**src/rtl/light_input_conditioner_if.sv**
```systemverilog
// light_input_conditioner_if: raw buttons and keypad strobes in, clicks and lock status out
interface light_input_conditioner_if;
    logic       on_btn_raw;
    logic       off_btn_raw;
    logic       key_strobe;
    logic [3:0] key_digit;
    logic       onClick;
    logic       offClick;
    logic       keypad;
    logic       code_error;
    logic       locked_out;
    modport master (
        output on_btn_raw, off_btn_raw, key_strobe, key_digit,
        input  onClick, offClick, keypad, code_error, locked_out
    );
    modport slave (
        input  on_btn_raw, off_btn_raw, key_strobe, key_digit,
        output onClick, offClick, keypad, code_error, locked_out
    );
endinterface

```
**src/rtl/light_input_conditioner.sv**
```systemverilog
// light_input_conditioner: debounced click pulses plus access-code unlock/lockout FSM
module light_input_conditioner #(
    parameter int          DEBOUNCE_CYCLES = 16,
    parameter logic [15:0] CODE            = 16'h1234,
    parameter int          UNLOCK_CYCLES   = 1000,
    parameter int          LOCKOUT_CYCLES  = 4000,
    parameter int          MAX_FAILS       = 3
) (
    input logic                      clk,
    input logic                      reset,
    light_input_conditioner_if.slave bus
);
    typedef enum logic [1:0] {IDLE, ENTRY, UNLOCKED, LOCKOUT} state_t;
    state_t          state_q, state_d;
    logic [1:0]      sync1_q, sync2_q, stable_q, stable_prev_q, click_q, rise, click_d;
    logic [1:0][7:0] cnt_q;
    logic [15:0]     sr_q, sr_d, timer_q, timer_d;
    logic [2:0]      dcnt_q, dcnt_d, fails_q, fails_d;
    logic            ovf_q, ovf_d, err_q, err_d;
    logic            is_digit, is_clear, is_enter, refresh;

    assign rise     = stable_q & ~stable_prev_q;
    assign click_d  = (&rise) ? 2'b00 : rise;
    assign refresh  = |click_d;
    assign is_digit = bus.key_strobe && bus.key_digit <= 4'd9;
    assign is_clear = bus.key_strobe && bus.key_digit == 4'hA;
    assign is_enter = bus.key_strobe && bus.key_digit == 4'hB;

    // synchronize, debounce and edge-detect both buttons (bit 0 = on, bit 1 = off)
    always_ff @(posedge clk) begin
        if (reset) begin
            sync1_q       <= '0;
            sync2_q       <= '0;
            stable_q      <= '0;
            stable_prev_q <= '0;
            click_q       <= '0;
            cnt_q         <= '0;
        end else begin
            sync1_q       <= {bus.off_btn_raw, bus.on_btn_raw};
            sync2_q       <= sync1_q;
            stable_prev_q <= stable_q;
            click_q       <= click_d;
            for (int b = 0; b < 2; b++) begin
                if (sync2_q[b] == stable_q[b]) begin
                    cnt_q[b] <= '0;
                end else if (cnt_q[b] == 8'(DEBOUNCE_CYCLES - 1)) begin
                    cnt_q[b]    <= '0;
                    stable_q[b] <= ~stable_q[b];
                end else begin
                    cnt_q[b] <= cnt_q[b] + 8'd1;
                end
            end
        end
    end

    // code FSM state and datapath registers
    always_ff @(posedge clk) begin
        if (reset) begin
            state_q <= IDLE;
            sr_q    <= '0;
            timer_q <= '0;
            dcnt_q  <= '0;
            fails_q <= '0;
            ovf_q   <= 1'b0;
            err_q   <= 1'b0;
        end else begin
            state_q <= state_d;
            sr_q    <= sr_d;
            timer_q <= timer_d;
            dcnt_q  <= dcnt_d;
            fails_q <= fails_d;
            ovf_q   <= ovf_d;
            err_q   <= err_d;
        end
    end

    // next state: digit collection, code check, unlock refresh and timer expiry
    always_comb begin
        state_d = state_q;
        sr_d    = sr_q;
        timer_d = timer_q;
        dcnt_d  = dcnt_q;
        fails_d = fails_q;
        ovf_d   = ovf_q;
        err_d   = 1'b0;
        case (state_q)
            IDLE: begin
                if (is_digit) begin
                    sr_d    = {12'd0, bus.key_digit};
                    dcnt_d  = 3'd1;
                    ovf_d   = 1'b0;
                    state_d = ENTRY;
                end
            end
            ENTRY: begin
                if (is_digit) begin
                    ovf_d  = ovf_q | (dcnt_q == 3'd4);
                    sr_d   = (dcnt_q == 3'd4) ? sr_q : {sr_q[11:0], bus.key_digit};
                    dcnt_d = (dcnt_q == 3'd4) ? dcnt_q : dcnt_q + 3'd1;
                end else if (is_clear) begin
                    state_d = IDLE;
                    sr_d    = '0;
                    dcnt_d  = '0;
                    ovf_d   = 1'b0;
                end else if (is_enter) begin
                    if (dcnt_q == 3'd4 && !ovf_q && sr_q == CODE) begin
                        state_d = UNLOCKED;
                        fails_d = '0;
                        timer_d = 16'(UNLOCK_CYCLES);
                    end else begin
                        err_d   = 1'b1;
                        fails_d = fails_q + 3'd1;
                        state_d = (fails_d == 3'(MAX_FAILS)) ? LOCKOUT : IDLE;
                        timer_d = (fails_d == 3'(MAX_FAILS)) ? 16'(LOCKOUT_CYCLES) : timer_q;
                    end
                end
            end
            UNLOCKED: begin
                if (is_clear) begin
                    state_d = IDLE;
                    timer_d = '0;
                end else if (refresh) begin
                    timer_d = 16'(UNLOCK_CYCLES);
                end else begin
                    timer_d = timer_q - 16'd1;
                    state_d = (timer_q == 16'd1) ? IDLE : UNLOCKED;
                end
            end
            LOCKOUT: begin
                timer_d = timer_q - 16'd1;
                state_d = (timer_q == 16'd1) ? IDLE : LOCKOUT;
                fails_d = (timer_q == 16'd1) ? 3'd0 : fails_q;
            end
        endcase
    end

    // outputs: decode of the registered state and registered pulses
    always_comb begin
        bus.keypad     = state_q == UNLOCKED;
        bus.locked_out = state_q == LOCKOUT;
        bus.code_error = err_q;
        bus.onClick    = click_q[0];
        bus.offClick   = click_q[1];
    end
endmodule

```
**src/flat_wrapper.sv**
```systemverilog
// flat-port wrapper written by rule: the top's interface ports become plain ports
module light_input_conditioner_flat 
#(
    parameter int          DEBOUNCE_CYCLES = 16,
    parameter logic [15:0] CODE            = 16'h1234,
    parameter int          UNLOCK_CYCLES   = 1000,
    parameter int          LOCKOUT_CYCLES  = 4000,
    parameter int          MAX_FAILS       = 3
)
  (clk, reset, bus_on_btn_raw, bus_off_btn_raw, bus_key_strobe, bus_key_digit, bus_onClick, bus_offClick, bus_keypad, bus_code_error, bus_locked_out);
  light_input_conditioner_if bus_i ();
  input logic clk;
  input logic reset;
  input wire logic [$bits(bus_i.on_btn_raw)-1:0] bus_on_btn_raw;
  input wire logic [$bits(bus_i.off_btn_raw)-1:0] bus_off_btn_raw;
  input wire logic [$bits(bus_i.key_strobe)-1:0] bus_key_strobe;
  input wire logic [$bits(bus_i.key_digit)-1:0] bus_key_digit;
  output wire logic [$bits(bus_i.onClick)-1:0] bus_onClick;
  output wire logic [$bits(bus_i.offClick)-1:0] bus_offClick;
  output wire logic [$bits(bus_i.keypad)-1:0] bus_keypad;
  output wire logic [$bits(bus_i.code_error)-1:0] bus_code_error;
  output wire logic [$bits(bus_i.locked_out)-1:0] bus_locked_out;
  assign bus_i.on_btn_raw = bus_on_btn_raw;
  assign bus_i.off_btn_raw = bus_off_btn_raw;
  assign bus_i.key_strobe = bus_key_strobe;
  assign bus_i.key_digit = bus_key_digit;
  assign bus_onClick = bus_i.onClick;
  assign bus_offClick = bus_i.offClick;
  assign bus_keypad = bus_i.keypad;
  assign bus_code_error = bus_i.code_error;
  assign bus_locked_out = bus_i.locked_out;
  light_input_conditioner #(.DEBOUNCE_CYCLES(DEBOUNCE_CYCLES), .CODE(CODE), .UNLOCK_CYCLES(UNLOCK_CYCLES), .LOCKOUT_CYCLES(LOCKOUT_CYCLES), .MAX_FAILS(MAX_FAILS)) u_core (.clk(clk), .reset(reset), .bus(bus_i));
endmodule
```
**config.mk**
```make
export PLATFORM = sky130hd
export DESIGN_NAME = light_input_conditioner_flat
export DESIGN_NICKNAME = d
export VERILOG_FILES = /design/src/rtl/light_input_conditioner_if.sv /design/src/rtl/light_input_conditioner.sv /design/src/flat_wrapper.sv
export SDC_FILE = /design/constraint.sdc
export NUM_CORES = 1
export LEC_CHECK = 0
export ABC_AREA = 1
export CORE_ASPECT_RATIO = 2
export CORE_MARGIN = 2
export CORE_UTILIZATION = 30
export DETAILED_ROUTE_END_ITERATION = 7
export SETUP_SLACK_MARGIN = 0.05
export SLEW_MARGIN = 20
export SYNTH_ARGS = -nofsm -noshare
export SYNTH_HDL_FRONTEND = slang
export SYNTH_SLANG_ARGS = --single-unit
```
**constraint.sdc**
```tcl
create_clock -name clk -period 1.95 [get_ports clk]
set_input_delay 0.39 -clock clk [delete_from_list [all_inputs] [get_ports clk]]
set_output_delay 0.39 -clock clk [all_outputs]
set_load 0.03 [all_outputs]
```
======== After elaboration in Yosys (flattened, before gate mapping) ========
Cells that the tools add are included.
word-level totals
  register bits ........................... 68
  bits of input ports ..................... 9
cells by class
  add/sub/neg operators ................... 5
  magnitude comparators ................... 1
  equal/unequal tests ..................... 23
  multiplexer cells ....................... 41
  bitwise logic cells ..................... 9
  reduce and logical (&&, ||, !) cells .... 22
operator list
  kind                     count
  $mux W16                 11
  $pmux W16 S3             1
  $pmux W16 S2             1
  $mux W3                  9
  $mux W2                  11
  $add A8 B1 Y8 const B    2
  $eq A16 B1 Y1 const B    1
  $eq A16 B13 Y1 const B   1
  $eq A8 B4 Y1 const B     2
  $sub A16 B1 Y16 const B  1
  $pmux W3 S2              2
  $reduce_and A5 Y1        2
  $ne A3 B1 Y1 const B     3
  $eq A4 B4 Y1 const B     2
  $pmux W2 S4              1
  $reduce_and A4 Y1        2
  $add A3 B1 Y3 const B    2
  $ne A2 B1 Y1 const B     3
  $not A1 Y1               6
  $reduce_and A2 Y1        3
  $reduce_or A3 Y1         2
  $logic_and A1 B1 Y1      5
  $reduce_or A5 Y1         1
  $eq A2 B2 Y1 const B     2
  19 further kinds         25

======== Longest topological paths before layout ========
  depth in word-level cells ............... 8
  depth in mapped cells ................... 12
  mapped depth without buffers ............ 12

======== Least setup slack after synthesis ========
OpenSTA, ideal clock, no wires.
  kind .................................... reg2reg
  start point ............................. register u_core.stable_q[0]
  end point ............................... register u_core.timer_q[10]
  library setup time ...................... 0.111 ns
  arrival time ............................ 1.440 ns
  setup slack ............................. 0.398 ns
  stages on the path, launching flop included .. 13
  buffers on the path ..................... 0
  period minus slack after synthesis ...... 1.552 ns
  path through ............................ dfxtp_1 -> inv_1 -> nor2_1 -> inv_1 -> ha_1 -> nand2_1 -> inv_1 -> nand2_1 -> nand2_1 -> nand3_1 -> nand2_1 -> nor2_1 -> nor2_1
on the way
  cells in the longest elaborated chain, start to end .. 7
RTL lines
  item                               RTL line                        text
  from (decl)                        light_input_conditioner.sv:15   logic [1:0] sync1_q, sync2_q, stable_q, stable_prev_q, click_q, rise, click_d;
  from (signal, indexed assignment)  light_input_conditioner.sv:48   stable_q[b] <= ~stable_q[b];
  $and A2 B2 Y2 (*)                  light_input_conditioner.sv:22   assign rise = stable_q & ~stable_prev_q;
  $reduce_and A2 Y1                  light_input_conditioner.sv:23   assign click_d = (&rise) ? 2'b00 : rise;
  $mux W2 (*)                        light_input_conditioner.sv:23
  $reduce_or A2 Y1 (*)               light_input_conditioner.sv:24   assign refresh = |click_d;
  $mux W16 (*)                       light_input_conditioner.sv:122  end else if (refresh) begin
  $mux W16 (*)                       light_input_conditioner.sv:119  if (is_clear) begin
  $pmux W16 S3 (*)                   light_input_conditioner.sv:86   case (state_q)
  to (signal assigned)               light_input_conditioner.sv:69   timer_q <= timer_d;
  to (decl)                          light_input_conditioner.sv:17   logic [15:0] sr_q, sr_d, timer_q, timer_d;
Every way passes the cells marked *; elsewhere a longest branch is shown, timed or not.
A chain may end at the register's enable or synchronous reset.

======== Final worst setup path ========
  start point ............................. register u_core.state_q[1]
  end point ............................... output bus_locked_out
on the way
  cells in the longest elaborated chain, start to end .. 1
RTL lines
  item                    RTL line                        text
  from (decl)             light_input_conditioner.sv:14   state_t state_q, state_d;
  from (signal assigned)  light_input_conditioner.sv:67   state_q <= state_d;
  $eq A2 B2 Y1            light_input_conditioner.sv:140  bus.locked_out = state_q == LOCKOUT;
  to (decl)               flat_wrapper.sv:22              output wire logic [$bits(bus_i.locked_out)-1:0] bus_locked_out;
Every way passes these cells.

==> run_results.csv <==
group,metric,value,unit
clock_network,htree_levels,3,
placement,port-buffer-count,13,
setup_path,required,1.56,ns
global_routing,grt_pass1_vias,3360,
outcome,status,"complete, no violations",
setup_path,endpoint_kind,"output port",
timing,fmax,543,MHz
timing,maxSlewHeadroom,0.781,
placement,gp_congestion,0.912,
setup_path,crit_path_cell_trace,"nand2_1, inv_1, buf_4",
timing,post-route-period-util,0.945,
setup_path,crit_start,"u_core.state_q[1]",
detailed_routing,drt-pass1-iter-count,5,
synth,ys_warn_count,0,
detailed_routing,vias_per_cell,4.78,
hold_path,min_path_type,"flip-flop to flip-flop",
clock_network,cts_tree,"yes",
setup_path,critical_path_class,"flip-flop to output port",
pwr,cellPowerDensity,1070,mW/mm²
global_routing,gr-usage-all-layers,0.142,
die,initial_core_util,0.305,
setup_path,r2r-start,"u_core.stable_q[0]",
synth,synth_fa_ha_area_frac,0.0350,
timing,worst_clock_skew,0.00797,ns
clock_network,cts_root_buffer,"clkbuf_16",
timing,layout_min_cycle_time,1.84,ns
clock_network,cts.sinks,68,
timing,holdWs,0.410,ns
detailed_routing,wl_met2,4690,µm
hold_path,hold_start,"u_core.sync1_q[0]",
finish,drive_above_1_share,0.106,
clock_network,post-cts-setup-buffer-count,0,
die,core-area,0.0117,mm²
global_routing,grt_max_degree,20,
placement,hpwlAfterDp,6510,µm
clock_network,cts_buffers,9,
detailed_routing,remaining_drc_errors,0,
synth,netlist_instances,539,
synth,synth_top_area_frac,0.381,
detailed_routing,wl,8440,µm
finish,final_core_util,0.370,
finish,num-fill-cells,1213,
global_routing,grt_pass1_wl,14200,µm
synth,ys_async_sr_fraction,0,
synth,syn_area,0.00357,mm²
synth,synth_top_area_cell,"dfxtp_1",
detailed_routing,routed.top_layer,"met4",
global_routing,globalRoute.totalOverflow,0,
clock_network,clk_pin_slew,0.06,ns
detailed_routing,wire_per_inst,11.7,µm
synth,synthesis.nets,558,
pwr,leakage,0.00188,µW
setup_path,start_kind,"flip-flop",
synth,yosysMostFrequentCell,"nand2_1",
setup_path,path_max_fanout,8,
pwr,fin_total_pwr,4630,µW
synth,synth_top_family_by_area,"simple AND/OR/NAND/NOR gates",
synth,synth_xor_area_frac,0.0123,
synth,ys.flop_type,"dfxtp_1",
setup_path,slowest_delay,0.44,ns
setup_path,critPathSlowestCell,"dfxtp_2",
timing,setup_viol,0,
detailed_routing,wl_met3,209,µm
synth,synthSimpleGateAreaFrac,0.375,
synth,synth.area.top_cells,"dfxtp_1, nand2_1, nor2_1",
timing,rsz0062_at_grt,"false",
timing,tightestPinTransition,0.328,ns
pwr,peakVddDrop,500,µV
synth,synth_enable_flop_cells,0,
detailed_routing,wl_met1,3130,µm
timing,hold_viol_final,0,
synth,yosys-top-cells-count,"nand2_1, nor2_1, inv_1",
finish,diodes,0,
synth,ys_seq_area_frac,0.381,
clock_network,clk_latency,0.34,ns
detailed_routing,num_vias,3448,
detailed_routing,postRouteAntennaNets,0,
synth,synth.distinct_cells,35,
finish,nets,591,
clock_network,clockBufferDepth,2,
run,maxCapViolations,0,
synth,syn_area_per_cell,6.63,µm²
synth,synth_seq_cells,68,
timing,drv_slew,0,
die,row_count,56,
synth,synthMuxAreaShare,0,
finish,area_growth,21.1,%
global_routing,antenna_found_initial,0,
die,die_h,158,µm
setup_path,worstPathArrival,1.45,ns
die,die_x,81.2,µm
synth,synth_compound_area_frac,0.100,
die,pin_count,14,
detailed_routing,drt_iter0_markers,155,
die,die-area,0.0129,mm²
metrics by stage:
step	setup slack (ns)	cells	setup TNS (ns)	instance area, µm²
finish	0.107	722	0	4330
global route	0.0506	722	0	4330
CTS	0.126	722	0	4320
detailed placement	-0.125	706	-1.60	3990
global placement	-0.115	706	-0.543	3990
floorplan	0.398	539	0	3570
metal layers:
metal	vias up	GRT usage
met5	-	0
met4	0	0.0920
met3	24	0.0249
met2	54	0.270
met1	1600	0.134
li1	1770	-
what timing repair did:
item                       in CTS  in global routing
hold buffers                    0                  0
gates cloned                    0                  0
setup endpoints to repair       6                 10
resized for setup               2                  3
pin swaps                       0                  1
critical path: cells and delay by family, from the launching register on:
kind / cells / cell delay, ns
flops: 1 / 0.44
simple gates: 1 / 0.20
buf+inv: 2 / 0.47
cell type report:
class | count | area, µm² | share of cell area
multi-input combinational | 385 | 1880 | 0.434
sequential | 68 | 1360 | 0.315
timing repair buffer | 33 | 300 | 0.0694
inverter | 75 | 282 | 0.0650
clock buffer | 9 | 225 | 0.0520
tap | 145 | 181 | 0.0419
clock inverter | 7 | 98.8 | 0.0228
layout by cell type (no fill, tap or decap), types with 7 or more instances in the layout:
cell type        instances
ha_1                    10
a21oi_1                 37
clkdlybuf4s50_1         11
o21ai_0                 12
inv_1                   71
nand3_1                 36
clkbuf_16                9
buf_4                   20
nor3_1                   7
dfxtp_1                 67
nand2_1                145
nor2_1                  84
nand4_1                 14
where the power goes:
group          internal (µW)  total, µW  switching [µW]
Clock                   1130       1780             651
Combinational            449       1300             848
Sequential              1480       1550            77.9
flip-flops by register name (all words and copies together), names as in the netlist, 2 cells and up:
name	cells
u_core.click_q	2
u_core.cnt_q	16
u_core.dcnt_q	3
u_core.fails_q	3
u_core.sr_q	16
u_core.stable_prev_q	2
u_core.stable_q	2
u_core.state_q	2
u_core.sync1_q	2
u_core.sync2_q	2
u_core.timer_q	16
kinds of logic after synthesis:
group           count (synthesis)
simple gates                  309
flops                          68
fa+ha+maj                      10
buf+inv                        86
compound gates                 61
xor+xnor                        5
final timing paths:
kind / end / slack, ns / depth (start not counted)
max: bus_locked_out / 0.11 / 3
min: u_core.sync2_q[0] / 0.41 / 2
max reg2reg: u_core.timer_q[12] / 0.21 / 12
min reg2reg: u_core.sync2_q[0] / 0.41 / 2
No activity file was read; power rests on OpenSTA's default activity.
